**config.mk**
```make
export PLATFORM = sky130hd
export DESIGN_NAME = actuator_scheduler
export DESIGN_NICKNAME = d
export VERILOG_FILES = /design/src/rtl/actuator_scheduler_pkg.sv /design/src/rtl/actuator_scheduler_rr_arbiter.sv /design/src/rtl/actuator_scheduler.sv
export SDC_FILE = /design/constraint.sdc
export NUM_CORES = 1
export LEC_CHECK = 0
export ABC_AREA = 1
export CAP_MARGIN = 20
export CORE_ASPECT_RATIO = 1.5
export CORE_MARGIN = 5
export CORE_UTILIZATION = 45
export DETAILED_ROUTE_END_ITERATION = 10
export MAX_ROUTING_LAYER = met4
export PLACE_DENSITY_LB_ADDON = 0.2
export SYNTH_ARGS = -nofsm -noshare
export SYNTH_HDL_FRONTEND = slang
export SYNTH_SLANG_ARGS = --single-unit
```
**constraint.sdc**
```tcl
create_clock -name iClk -period 2.3 [get_ports iClk]
set_clock_uncertainty 0.15 [all_clocks]
set_input_delay 0.345 -clock iClk [delete_from_list [all_inputs] [get_ports iClk]]
set_output_delay 0.345 -clock iClk [all_outputs]
set_load 0.01 [all_outputs]
```
**src/rtl/actuator_scheduler_pkg.sv**
```systemverilog
// Shared definitions for the ESN actuator scheduler: FSM state encoding and a
// constant clog2 helper used to size the pointer and watchdog timer.
package actuator_scheduler_pkg;

  typedef enum logic [1:0] {
    S_IDLE  = 2'd0,
    S_ISSUE = 2'd1,
    S_WAIT  = 2'd2,
    S_RESP  = 2'd3
  } state_e;

  function automatic int clog2(input int value);
    int result;
    result = 0;
    while ((1 << result) < value) begin
      result = result + 1;
    end
    return result;
  endfunction

endpackage

```
**src/rtl/actuator_scheduler_rr_arbiter.sv**
```systemverilog
// Combinational round-robin search: first set request bit at or above the
// pointer, wrapping around. The pointer register itself lives in the caller.
module rr_arbiter
  import actuator_scheduler_pkg::*;
#(
  parameter int NUM_REQ = 4,
  parameter int PTR_W   = clog2(NUM_REQ)
) (
  input  logic [NUM_REQ-1:0] req,
  input  logic [PTR_W-1:0]   ptr,
  output logic [PTR_W-1:0]   grant_idx,
  output logic               grant_valid
);

  logic [PTR_W-1:0] cand_idx;

  // Scan offsets from farthest to nearest so the nearest requester wins.
  always_comb begin
    grant_idx   = '0;
    grant_valid = 1'b0;
    cand_idx    = '0;
    for (int k = NUM_REQ - 1; k >= 0; k--) begin
      cand_idx = PTR_W'((int'(ptr) + k) % NUM_REQ);
      if (req[cand_idx]) begin
        grant_idx   = cand_idx;
        grant_valid = 1'b1;
      end
    end
  end

endmodule

```
**src/rtl/actuator_scheduler.sv**
```systemverilog
// Shares one ESN nonlinearity actuator among NUM_REQ requesters: round-robin
// grant, one-cycle launch pulse, bounded wait for completion, registered reply.
module actuator_scheduler
  import actuator_scheduler_pkg::*;
#(
  parameter int weight_size = 5,
  parameter int demention   = 10,
  parameter int NUM_REQ     = 4,
  parameter int TIMEOUT     = 64
) (
  input  logic                           iClk,
  input  logic                           iRst,
  input  logic [NUM_REQ-1:0]             iReq,
  input  logic [NUM_REQ*demention-1:0]   iReqData,
  output logic [NUM_REQ-1:0]             oAck,
  output logic                           oRspValid,
  output logic [demention-1:0]           oRspData,
  output logic                           oTimeout,
  output logic                           oBusy,
  output logic                           oActEn,
  output logic [demention-1:0]           oActData,
  input  logic [demention-1:0]           iActData,
  input  logic                           iActComplete
);

  localparam int PTR_W   = clog2(NUM_REQ);
  localparam int TIMER_W = clog2(TIMEOUT);
  localparam logic [TIMER_W-1:0] TIMER_LAST = TIMER_W'(TIMEOUT - 1);
  localparam logic [PTR_W-1:0]   PTR_LAST   = PTR_W'(NUM_REQ - 1);

  // weight_size only keeps the parameter list aligned with the actuator.
  if (weight_size < 1) begin : g_weight_size_unused
  end

  logic [demention-1:0] req_words [NUM_REQ];

  for (genvar gi = 0; gi < NUM_REQ; gi++) begin : g_unpack
    assign req_words[gi] = iReqData[gi*demention +: demention];
  end

  state_e               state_q, state_d;
  logic [PTR_W-1:0]     ptr_q, ptr_d;
  logic [PTR_W-1:0]     grant_q, grant_d;
  logic [TIMER_W-1:0]   timer_q, timer_d;
  logic [TIMER_W-1:0]   timer_inc;
  logic [NUM_REQ-1:0]   ack_q, ack_d;
  logic                 rsp_valid_q, rsp_valid_d;
  logic [demention-1:0] rsp_data_q, rsp_data_d;
  logic                 timeout_q, timeout_d;
  logic                 busy_q, busy_d;
  logic                 act_en_q, act_en_d;
  logic [demention-1:0] act_data_q, act_data_d;

  logic [PTR_W-1:0]     arb_idx;
  logic                 arb_valid;

  rr_arbiter #(
    .NUM_REQ (NUM_REQ),
    .PTR_W   (PTR_W)
  ) u_arb (
    .req         (iReq),
    .ptr         (ptr_q),
    .grant_idx   (arb_idx),
    .grant_valid (arb_valid)
  );

  always_comb begin
    state_d     = state_q;
    ptr_d       = ptr_q;
    grant_d     = grant_q;
    timer_d     = timer_q;
    ack_d       = '0;
    rsp_valid_d = 1'b0;
    rsp_data_d  = '0;
    timeout_d   = 1'b0;
    act_en_d    = 1'b0;
    act_data_d  = act_data_q;
    timer_inc   = timer_q + 1'b1;

    case (state_q)
      S_IDLE: begin
        if (arb_valid) begin
          grant_d    = arb_idx;
          act_data_d = req_words[arb_idx];
          act_en_d   = 1'b1;
          state_d    = S_ISSUE;
        end
      end
      S_ISSUE: begin
        timer_d = '0;
        state_d = S_WAIT;
      end
      S_WAIT: begin
        // The incremented count is compared so the abort reply lands exactly
        // TIMEOUT cycles after the launch pulse; completion takes priority.
        timer_d = timer_inc;
        if (iActComplete) begin
          ack_d[grant_q] = 1'b1;
          rsp_valid_d    = 1'b1;
          rsp_data_d     = iActData;
          state_d        = S_RESP;
        end else if (timer_inc == TIMER_LAST) begin
          ack_d[grant_q] = 1'b1;
          rsp_valid_d    = 1'b1;
          timeout_d      = 1'b1;
          state_d        = S_RESP;
        end
      end
      S_RESP: begin
        ptr_d   = (grant_q == PTR_LAST) ? '0 : grant_q + 1'b1;
        state_d = S_IDLE;
      end
      default: state_d = S_IDLE;
    endcase

    busy_d = (state_d != S_IDLE);
  end

  always_ff @(posedge iClk or posedge iRst) begin
    if (iRst) begin
      state_q     <= S_IDLE;
      ptr_q       <= '0;
      grant_q     <= '0;
      timer_q     <= '0;
      ack_q       <= '0;
      rsp_valid_q <= 1'b0;
      rsp_data_q  <= '0;
      timeout_q   <= 1'b0;
      busy_q      <= 1'b0;
      act_en_q    <= 1'b0;
      act_data_q  <= '0;
    end else begin
      state_q     <= state_d;
      ptr_q       <= ptr_d;
      grant_q     <= grant_d;
      timer_q     <= timer_d;
      ack_q       <= ack_d;
      rsp_valid_q <= rsp_valid_d;
      rsp_data_q  <= rsp_data_d;
      timeout_q   <= timeout_d;
      busy_q      <= busy_d;
      act_en_q    <= act_en_d;
      act_data_q  <= act_data_d;
    end
  end

  assign oAck      = ack_q;
  assign oRspValid = rsp_valid_q;
  assign oRspData  = rsp_data_q;
  assign oTimeout  = timeout_q;
  assign oBusy     = busy_q;
  assign oActEn    = act_en_q;
  assign oActData  = act_data_q;

endmodule

```
==> impl_metrics.tcl, run 1 <==
set metrics [dict create \
    outcome "complete, no violations" \
    dp_hpwl_mm 4.39 \
    leakagePower_nw 1.80 \
    ir_drop_mv 0.955 \
    vias_per_cell 4.55 \
    worstPathArrival_ns 2.11 \
    num_antenna_cells 0 \
    grt_max_degree 41 \
    synth_cells 314 \
    clock_path_buffers 2 \
    period_needed_ns 2.08 \
    drtAntennaViolNets 0 \
    path_max_fanout 33 \
    core_um2 5080 \
    worst_setup_path_end_kind "flip-flop" \
    grt_overflow_total 0 \
    tritoncts "built" \
    start_util_pct 45.9 \
    hold_class "input port to async pin" \
    reg2reg_slack_ns 0.22 \
    synth.distinct_cells 24 \
    syn-cell-area_um2 2340 \
    wl_mm 5.40 \
    clock-sinks 40 \
    hold_viol 0 \
    fmaxAchievable_mhz 481 \
    final_net_count 474 \
    grt_pass1_wl_mm 9.16 \
    cp.required_ns 2.33 \
    grt_pass1_vias 2157 \
    numPortBuffers 84 \
    syn_avg_cell_area_um2 7.44 \
    post-cts-setup-buffer-count 0 \
    max_cap_viol_count 0 \
    first_pass_iters 5 \
    drt_iter0_drc 91 \
    ys_seq_elements 40 \
    place_congestion 0.868 \
    dr_total_vias 2167 \
    synth_nets 381 \
    finalNonFillerCells 476 \
    cts-resized-gates 0 \
    pin_count 85 \
    dp.cells 468 \
    drive_gt1_share_pct 9.07 \
    ys_seq_area_share_pct 42.8 \
    die_y_um 98.2 \
    drc 0 \
    clk-insertion-delay-late_ns 0.29 \
    die_area_um2 6760 \
    p_per_area_nw_per_um2 1200 \
    finalCritPeriodShare_pct 90.5 \
    die_w_um 68.8 \
    synth_area_leader_cell "dfrtp_1" \
    clkTransAtPathRegs_ns 0.08 \
    ys_top_cells_by_area "dfrtp_1, nand2_1, inv_1" \
    critPathKind "flip-flop to flip-flop" \
    wl_per_cell_um 11.3 \
    grt_usage_pct 18.1 \
    start_kind "flip-flop" \
    worstMarginPinSlew_ns 0.492 \
    fin_util_pct 66.9 \
    setup_viol 0 \
    design_area_um2 3400 \
    synth_top_area_share_pct 42.8 \
    placed_area_um2 3290 \
    cts_root_buffer "clkbuf_8" \
    rsz0062_at_grt "false" \
    syn_to_final_growth_pct 45.6 \
    h-tree-depth 2 \
    drv_slew 0 \
    antenna_found_initial 0 \
    numCtsBuffers 5 \
    rows 32 \
    nFillCells 464 \
    yosysWarnings 0 \
    slew_headroom_pct 67.2 \
    hold_buffers 0 \
]
==> cell type report <==
| class | count | area (um^2) | area share (%) |
|---|---|---|---|
| clock inverter | 3 | 42.5 | 1.25 |
| sequential | 40 | 1000 | 29.4 |
| inverter | 68 | 255 | 7.51 |
| tap | 68 | 85.1 | 2.50 |
| multi-input combinational | 198 | 1030 | 30.4 |
| clock buffer | 5 | 68.8 | 2.02 |
| timing repair buffer | 94 | 916 | 26.9 |
==> metrics by stage <==
stage	power [mW]	hold slack, ns	TNS (ns)	setup slack, ns
3_3_place_gp	3.50	0.313	0	0.0356
6_report	4.08	0.327	0	0.219
4_1_cts	4.14	0.345	0	0.225
3_5_place_dp	3.55	0.316	-0.0205	-0.0119
5_1_grt	4.51	0.370	0	0.0187
2_1_floorplan	2.78	0.261	0	0.454
==> cells in the mapped netlist <==
cell type,instances
or2_0,3
nor3_1,1
dfrtp_1,40
or2_2,4
xor2_1,4
buf_6,2
nand3_1,46
or2_1,6
nand2_4,5
buf_2,2
clkbuf_1,4
o21ai_0,7
nand2_1,76
nand3_2,1
inv_2,2
and2_1,1
nor2_1,20
nand2_2,6
o22ai_1,3
inv_1,66
a21oi_1,2
o21ai_2,1
ha_1,10
nand4_1,2
==> power by group <==
part	total (mW)	switching, mW	leakage [nW]	internal [mW]
combinational	2.45	1.40	1.23	1.05
clock	0.567	0.247	0.0541	0.321
sequential	1.07	0.142	0.521	0.924
==> metal layers <==
metal | wire length, um | GRT usage (%) | share of wire, % | vias up
met1 | 1930 | 18.2 | 36 | 969
li1 | - | - | - | 1129
met4 | 115 | 7.36 | 2.1 | 0
met3 | 241 | 3.22 | 4.5 | 9
met2 | 3120 | 32.8 | 58 | 60
met5 | 0 | - | 0 | -
==> cell usage in the layout (no fill, tap or decap) <==
| master | count |
|---|---|
| nand2_4 | 5 |
| a21oi_1 | 2 |
| o21ai_2 | 1 |
| o22ai_1 | 3 |
| ha_1 | 10 |
| nor3_1 | 1 |
| o21ai_0 | 7 |
| and2_1 | 1 |
| dfrtp_1 | 40 |
| inv_1 | 66 |
| inv_2 | 2 |
| or2_2 | 4 |
| nor2_1 | 20 |
| nand2_2 | 6 |
| bufinv_16 | 1 |
| buf_4 | 10 |
| clkbuf_8 | 5 |
| clkinv_2 | 1 |
| nand4_1 | 2 |
| nand2_1 | 76 |
| nand3_2 | 1 |
| or2_1 | 6 |
| clkinvlp_4 | 1 |
| nand3_1 | 46 |
| or2_0 | 3 |
| xor2_1 | 4 |
| clkdlybuf4s50_1 | 84 |
==> critical path, stage by stage, from the launching register on <==
cell and delay, ns:
dfrtp_1 0.49, inv_2 0.15, nand2_1 0.13, nand3_1 0.09, nand2_1 0.09, inv_2 0.05
nand2_4 0.05, nand2_2 0.06, nand2_4 0.08, nand2_4 0.16, or2_2 0.33, nand3_1 0.07
nand3_1 0.07
==> kinds of logic after synthesis <==
group	synth area share, %
fa+ha+maj	5.36
xor+xnor	1.50
compound gates	3.11
simple gates	34.2
buf+inv	13.0
flops	42.8
==> worst paths after layout <==
check	start	endpoint	depth (start not counted)
max	ptr_q[0]	oActData[0]	12
min	iRst	oActData[5]	3
max reg2reg	ptr_q[0]	oActData[0]	12
min reg2reg	oActData[6]	oActData[6]	2
max in group asynchronous	iRst	oActData[0]	3
min in group iClk	oActData[6]	oActData[6]	2
==> sequential cells by signal, summed over array words and instances, names as in the netlist <==
signal,flops
grant_q,2
oAck,4
oActData,10
oActEn,1
oBusy,1
oRspData,10
oRspValid,1
oTimeout,1
ptr_q,2
state_q,2
timer_q,6
Power figures use the tool's default switching activity.
==> run 2, diff against run 1 <==
--- a/config.mk
+++ b/config.mk
@@ -13,6 +13,7 @@
 export DETAILED_ROUTE_END_ITERATION = 10
 export MAX_ROUTING_LAYER = met4
 export PLACE_DENSITY_LB_ADDON = 0.2
+export SLEW_MARGIN = 10
 export SYNTH_ARGS = -nofsm -noshare
 export SYNTH_HDL_FRONTEND = slang
 export SYNTH_SLANG_ARGS = --single-unit
==> results of run 2 <==
Final layout, timing and power as in run 1 (identical DEF).
